--- src/rtl/seq_fsm_param_pattern_mo_if.sv ---
// Bus bundle for the parametrised pattern detector: control/symbol in, state/flags/count out.
interface seq_fsm_param_pattern_mo_if #(
  parameter int W     = 2,
  parameter int SW    = 2,
  parameter int CNT_W = 4
);
  logic             en;
  logic             clr;
  logic [W-1:0]     in_;
  logic [SW-1:0]    state;
  logic [1:0]       out;
  logic [CNT_W-1:0] count;

  modport master (output en, clr, in_, input state, out, count);
  modport slave  (input en, clr, in_, output state, out, count);
endinterface

--- src/rtl/seq_fsm_param_pattern_mo.sv ---
// Moore detector for a LEN-symbol pattern with KMP failure links and a saturating hit counter.
// The whole transition table is folded into a constant at elaboration; state = symbols matched.
module seq_fsm_param_pattern_mo #(
  parameter int               W       = 2,
  parameter int               LEN     = 3,
  parameter logic [LEN*W-1:0] PATTERN = 6'b100110,
  parameter int               OVERLAP = 1,
  parameter int               CNT_W   = 4,
  parameter int               SW      = $clog2(LEN + 1)
) (
  input logic                      clk,
  input logic                      reset,
  seq_fsm_param_pattern_mo_if.slave bus
);

  localparam int unsigned   NSYM    = 1 << W;
  localparam logic [SW-1:0] S_IDLE  = '0;
  localparam logic [SW-1:0] S_MATCH = SW'(LEN);

  typedef logic [(1 << (SW + W))-1:0][SW-1:0] tbl_t;

  function automatic logic [W-1:0] sym(input int unsigned i);
    return PATTERN[i*W +: W];
  endfunction

  // Symbol j of the string (sym[0..s-1], x).
  function automatic logic [W-1:0] seq_at(input int unsigned s, input logic [W-1:0] x,
                                          input int unsigned j);
    return (j < s) ? sym(j) : x;
  endfunction

  function automatic int unsigned next_of(input int unsigned s, input logic [W-1:0] x);
    int unsigned best;
    logic        ok;
    best = 0;
    for (int unsigned k = 1; k <= s + 1; k++) begin
      ok = 1'b1;
      for (int unsigned i = 0; i < k; i++)
        if (seq_at(s, x, s + 1 - k + i) != sym(i)) ok = 1'b0;
      if (ok) best = k;
    end
    return best;
  endfunction

  function automatic int unsigned border();
    int unsigned best;
    logic        ok;
    best = 0;
    for (int unsigned b = 1; b < LEN; b++) begin
      ok = 1'b1;
      for (int unsigned i = 0; i < b; i++)
        if (sym(i) != sym(LEN - b + i)) ok = 1'b0;
      if (ok) best = b;
    end
    return best;
  endfunction

  localparam int unsigned B = (OVERLAP != 0) ? border() : 0;

  // Row LEN already folds in the post-match fallback to B; rows above LEN
  // are unreachable encodings and stay 0 so a forced bad state recovers.
  function automatic tbl_t build_tbl();
    tbl_t        t;
    int unsigned src;
    t = '0;
    for (int unsigned s = 0; s <= LEN; s++) begin
      src = (s == LEN) ? B : s;
      for (int unsigned x = 0; x < NSYM; x++)
        t[s*NSYM + x] = SW'(next_of(src, W'(x)));
    end
    return t;
  endfunction

  localparam tbl_t TBL = build_tbl();

  logic [SW-1:0]    r_state;
  logic [CNT_W-1:0] r_count;
  logic [SW-1:0]    w_next;
  logic             w_match;
  logic             w_partial;

  always_comb begin
    w_next = TBL[{r_state, bus.in_}];
  end

  always_ff @(posedge clk) begin
    if (reset) begin
      r_state <= S_IDLE;
      r_count <= '0;
    end else begin
      if (bus.en) r_state <= w_next;
      if (bus.clr)
        r_count <= '0;
      else if (bus.en && (w_next == S_MATCH) && (r_count != '1))
        r_count <= r_count + CNT_W'(1);
    end
  end

  assign w_match   = (r_state == S_MATCH);
  assign w_partial = (r_state != S_IDLE) && (r_state < S_MATCH);

  assign bus.state = r_state;
  assign bus.out   = {w_partial, w_match};
  assign bus.count = r_count;

endmodule
--- src/flat_wrapper.sv ---
// flat-port wrapper written by rule: the top's interface ports become plain ports
module seq_fsm_param_pattern_mo_flat 
#(
  parameter int               W       = 2,
  parameter int               LEN     = 3,
  parameter logic [LEN*W-1:0] PATTERN = 6'b100110,
  parameter int               OVERLAP = 1,
  parameter int               CNT_W   = 4,
  parameter int               SW      = $clog2(LEN + 1)
)
  (clk, reset, bus_en, bus_clr, bus_in_, bus_state, bus_out, bus_count);
  seq_fsm_param_pattern_mo_if #(.W(W), .SW(SW), .CNT_W(CNT_W)) bus_i ();
  input logic clk;
  input logic reset;
  input wire logic [$bits(bus_i.en)-1:0] bus_en;
  input wire logic [$bits(bus_i.clr)-1:0] bus_clr;
  input wire logic [$bits(bus_i.in_)-1:0] bus_in_;
  output wire logic [$bits(bus_i.state)-1:0] bus_state;
  output wire logic [$bits(bus_i.out)-1:0] bus_out;
  output wire logic [$bits(bus_i.count)-1:0] bus_count;
  assign bus_i.en = bus_en;
  assign bus_i.clr = bus_clr;
  assign bus_i.in_ = bus_in_;
  assign bus_state = bus_i.state;
  assign bus_out = bus_i.out;
  assign bus_count = bus_i.count;
  seq_fsm_param_pattern_mo #(.W(W), .LEN(LEN), .PATTERN(PATTERN), .OVERLAP(OVERLAP), .CNT_W(CNT_W), .SW(SW)) u_core (.clk(clk), .reset(reset), .bus(bus_i));
endmodule
--- config.mk ---
export PLATFORM = sky130hd
export DESIGN_NAME = seq_fsm_param_pattern_mo_flat
export DESIGN_NICKNAME = d
export VERILOG_FILES = /design/src/rtl/seq_fsm_param_pattern_mo_if.sv /design/src/rtl/seq_fsm_param_pattern_mo.sv /design/src/flat_wrapper.sv
export SDC_FILE = /design/constraint.sdc
export NUM_CORES = 1
export LEC_CHECK = 0
export CELL_PAD_IN_SITES_DETAIL_PLACEMENT = 1
export CELL_PAD_IN_SITES_GLOBAL_PLACEMENT = 1
export CORE_MARGIN = 3
export CORE_UTILIZATION = 25
export DETAILED_ROUTE_END_ITERATION = 10
export GPL_TIMING_DRIVEN = 0
export HOLD_SLACK_MARGIN = 0.05
export PLACE_DENSITY = 0.71
export SETUP_SLACK_MARGIN = 0.2
export SLEW_MARGIN = 5
export SYNTH_ARGS = -nofsm -noshare
export SYNTH_HDL_FRONTEND = slang
export SYNTH_SLANG_ARGS = --single-unit
--- constraint.sdc ---
create_clock -name clk -period 1.35 [get_ports clk]
set_input_delay 0.27 -clock clk [delete_from_list [all_inputs] [get_ports clk]]
set_output_delay 0.27 -clock clk [all_outputs]
set_load 0.1 [all_outputs]
; ---- Word level (Yosys, flattened, before mapping)
; Memory sizes are Yosys's and may differ from the RTL's.
; Cells that the tools add are included.
[word_totals]
register_bits = 6
romBits = 32
in_bits = 6
output_inout_bits = 8
wordCells = 15
memories = 1
[op_classes]
n_addsub = 1
magnitude_cmp = 2
eq_ne = 3
muxes = 1
n_reduce_logical = 5
[mem_list]
columns = name, depth, width, read_ports, rd_clocked_by_memory_dff, write_ports, line
row1 = (no name shown), 16, 2, 1, 0, 0, seq_fsm_param_pattern_mo.sv:83  ; w_next = TBL[{r_state, bus.in_}];
[ops]
columns = operator, count
row1 = 4-bit by 5-bit < comparator with 1-bit output (second input constant), 1
row2 = 4-bit by 1-bit adder with 4-bit output (second input constant), 1
row3 = 2-bit == test (second input constant), 2
row4 = 4-bit != test (second input constant), 1
row5 = 1-bit logical AND, 3
row6 = 2-bit < comparator (second input constant), 1
row7 = 2-bit two-way mux, 1
row8 = 2-bit nonzero test, 1
row9 = 2-bit OR reduction, 1

; ---- Longest topological paths before layout
[logic_depth]
word_depth = 5
mapped_depth = 4
depth_no_buf = 4

; ---- Worst setup path before layout
; Ideal clock, no wire load.
[synth_timing]
path_type = register to register
from = reg u_core.r_count[0], in the netlist u_core.bus.count[0]
to = reg u_core.r_count[1], in the netlist u_core.bus.count[1]
setup_time_ns = 0.071
t_arrival_ns = 1.872
required_ns = 1.279
slack_ns = -0.592
path_stages_with_launch = 5
n_path_buf = 0
synth_period_minus_slack_ns = 1.942
cell_sequence = dfxtp_1 > ha_1 > and3_1 > or4b_1 > a21oi_1
[synth_via]
elab_chain_len = 2
elab_cells_between_ends = 3
classes_between = 1 x add/sub / 1 x eq/ne / 1 x reduce/logical
[synth_rtl]
columns = element, line
row1 = from (decl), seq_fsm_param_pattern_mo.sv:77  ; logic [CNT_W-1:0] r_count;
row2 = from (signal assigned), seq_fsm_param_pattern_mo.sv:95  ; r_count <= r_count + CNT_W'(1);
row3 = branches (longest 2 deep; another with 4-bit by 1-bit adder with 4-bit output), -
; Parallel ways; which one is timed is not known.
; A chain may end at the register's enable or synchronous reset.

; ---- Worst setup path after layout
[layout_timing]
from = reg u_core.r_state[0], in the netlist u_core.bus.state[0]
to = reg u_core.r_count[0], in the netlist u_core.bus.count[0]
[layout_via]
elab_chain_len = 5
[layout_rtl]
columns = element, line
row1 = from (decl), seq_fsm_param_pattern_mo.sv:76  ; logic [SW-1:0] r_state;
row2 = from (signal assigned), seq_fsm_param_pattern_mo.sv:91  ; if (bus.en) r_state <= w_next;
row3 = memory read 16 x 2 bit, -
row4 = 2-bit two-way mux (implied by the code), seq_fsm_param_pattern_mo.sv:83
row5 = 2-bit == test, seq_fsm_param_pattern_mo.sv:94  ; else if (bus.en && (w_next == S_MATCH) && (r_count != '1))
row6 = 1-bit logical AND (2 in a row), seq_fsm_param_pattern_mo.sv:94
; No other way between the ends. The select of a mux whose other input is x is not followed.

==> qor.csv <==
metric,value,unit
cell taking the most area after synthesis,dfxtp_1,
number of I/O port buffers,13,
nets@finish,67,
first-pass GRT wire length,1880,um
number of setup violations in the final report,3,
"commonest non-fill, non-tap cells in the layout","buf_6, dfxtp_4, buf_12",
CTS tree,yes,
final worst setup slack,-0.104,ns
DR WL/cell,16.3,um
area grow syn2layout,99.3,%
setup repair after global routing missed its margin,yes,
WS Path Type,flip-flop to flip-flop,
slew margin rel.,0.673,
htree depth,1,
PnR Total Power,0.440,mW
antenna cells,0,
syn_nets,44,
Max Freq,688,MHz
post-synthesis compound-gate area fraction,0.225,
CTS root buf,clkbuf_4,
final global-route overflow total,0,
crit end category,flip-flop,
post-synthesis adder-cell area fraction,0.0749,
share of post-route cells with drive strength above 1,0.552,
clock tree buffer depth,2,
"Max FO, Critical Path",5,
clock sinks,6,
LEAKAGE,0.251,nW
GRT Total Usage,0.145,
Power Density,662,nW/um2
TritonCTS buffer count,3,
sequential area share after synthesis,0.360,
max_cap viols,0,
largest family of logic cells by synthesized area,simple AND/OR/NAND/NOR gates,
Worst-path clk slew,0.06,ns
Placed Instance Area,526,um2
synth top area cells,"dfxtp_1, ha_1, a21oi_1",
fin util,0.568,
Layout Skew,0.00430,ns
hold slack,0.460,ns
Sw Pwr,0.127,mW
max-slew violation total from the final report,0,
post-route cell area,666,um2
Synth Area in Simple Gates,0.285,
"most common cell after layout, fill and taps aside",buf_6,
Clock power frac,0.449,
vias in the first global route,402,
die width,42.6,um
status,finished with violations,
Yosys cell types,20,
Worst VDD drop,0.000484,V
total die area,1810,um2
"Data arrival, critical path",1.59,ns
Routability Congestion,0.761,
clk_lat worst skew,0.26,ns
Antenna Nets Post-Route,0,
number of register bits inferred by synthesis,6,
largest net degree at the start of global routing,7,
Synthesis Warnings,0,
startpoint types,flip-flop,
failing checks,negative setup slack,
row count,12,
xor-xnor portion of the synthesized cell area,0,
Routed Wire Length,1180,um
Combinational Power Share,0.161,
dpl hpwl,805,um
Hold Crit Class,input port to flip-flop,
Worst-Margin Slew,0.494,ns
DRT iter0 DRCs,4,
Post-Synthesis Mean Instance Area,9.28,um2
DRT Pass-1 Iters,4,
post-synthesis mux area share,0,
final period utilization,1.08,
Seq pwr share,0.390,
DRC violations left,0,
Synth Cell Area,334,um2
Cells after Synth,36,
Int Power,0.313,mW
min Tclk post-route,1.45,ns
effective utilization at floorplan,0.285,
"Req. time, crit path",1.49,ns
Vias/cell,5.32,
antenna violations before repair,0,
post-synth top area share,0.360,
via count,383,
Ports,14,
Core Area,1170,um2
Net Sw Frac,0.289,
Die Ht,42.6,um
Hold Fails Final Rpt,0,
-- worst paths after layout --
path	start	end	slack (ns)	cells after the start
setup / recovery	u_core.bus.state[0]	u_core.bus.count[0]	-0.10	4
hold / removal	bus_in_[1]	u_core.bus.state[0]	0.46	3
setup reg to reg	u_core.bus.state[0]	u_core.bus.count[0]	-0.10	4
hold reg to reg	u_core.bus.state[0]	u_core.bus.state[0]	0.53	2
-- worst max-delay path: stages (launching register included) --
cell and delay (ns):
dfxtp_4 0.36, or3b_4 0.38, buf_4 0.16, o31ai_1 0.34
a21oi_2 0.10
-- metal layers --
| metal | routed length (um) | track usage | up-vias |
|---|---|---|---|
| met5 | 0 | 0 | - |
| met2 | 604 | 0.246 | 10 |
| met3 | 61 | 0.0386 | 0 |
| met4 | 0 | 0.0745 | 0 |
| met1 | 508 | 0.162 | 185 |
| li1 | - | - | 188 |
-- layout make-up --
| type | instances | area (um2) |
|---|---|---|
| Inverter | 1 | 3.75 |
| Fill cell | 126 | 505 |
| Timing Repair Buffer | 18 | 210 |
| Buffer | 2 | 26.3 |
| Tap cell | 14 | 17.5 |
| Multi-Input combinational cell | 27 | 241 |
| Clock buffer | 4 | 26.3 |
| Sequential cell | 6 | 140 |
-- power groups by stage --
stage | sequential (mW) | combinational [mW] | clock, mW
2_1_floorplan | 0.185 | 0.0253 | 0
3_3_place_gp | 0.175 | 0.0601 | 0
3_5_place_dp | 0.175 | 0.0625 | 0
6_report | 0.172 | 0.0709 | 0.198
4_1_cts | 0.172 | 0.0696 | 0.202
5_1_grt | 0.172 | 0.0743 | 0.216
-- kinds of logic after synthesis --
group,after synthesis
compound gates,11
fa+ha+maj,2
buf+inv,3
flops,6
simple gates,14
-- registers in the layout (all words and copies together), names as in the netlist --
name / flops
u_core.bus.count: 4
u_core.bus.state: 2
-- cell usage after synthesis --
library cell and instances:
a21oi_1 4, a311oi_1 2, a41oi_1 2, and3_1 2, buf_4 2, dfxtp_1 6
ha_1 2, inv_1 1, nand2_1 2, nand3b_1 1, nand4b_1 1, nor2_1 1
nor2b_1 2, nor3b_1 1, o21ai_0 1, o31ai_1 2, or2_2 1, or3b_4 1
or4_1 1, or4b_1 1
-- per-stage QoR --
stage | setup TNS (ns) | std cells | setup WS [ns]
final | -0.241 | 72 | -0.104
after floorplan | -0.371 | 36 | -0.205
after global placement | -5.32 | 63 | -0.751
after global routing | -0.356 | 72 | -0.125
after detailed placement | -5.81 | 63 | -0.759
after CTS | -0.215 | 72 | -0.0914
-- repair_timing --
| item | CTS | global route |
|---|---|---|
| hold buffers | 0 | 0 |
| setup buffers | 5 | 0 |
| gates cloned | 0 | 0 |
| resized for setup | 70 | 3 |
| setup endpoints to repair | 13 | 10 |
| pin swaps | 3 | 1 |
Power figures use the tool's default switching activity.
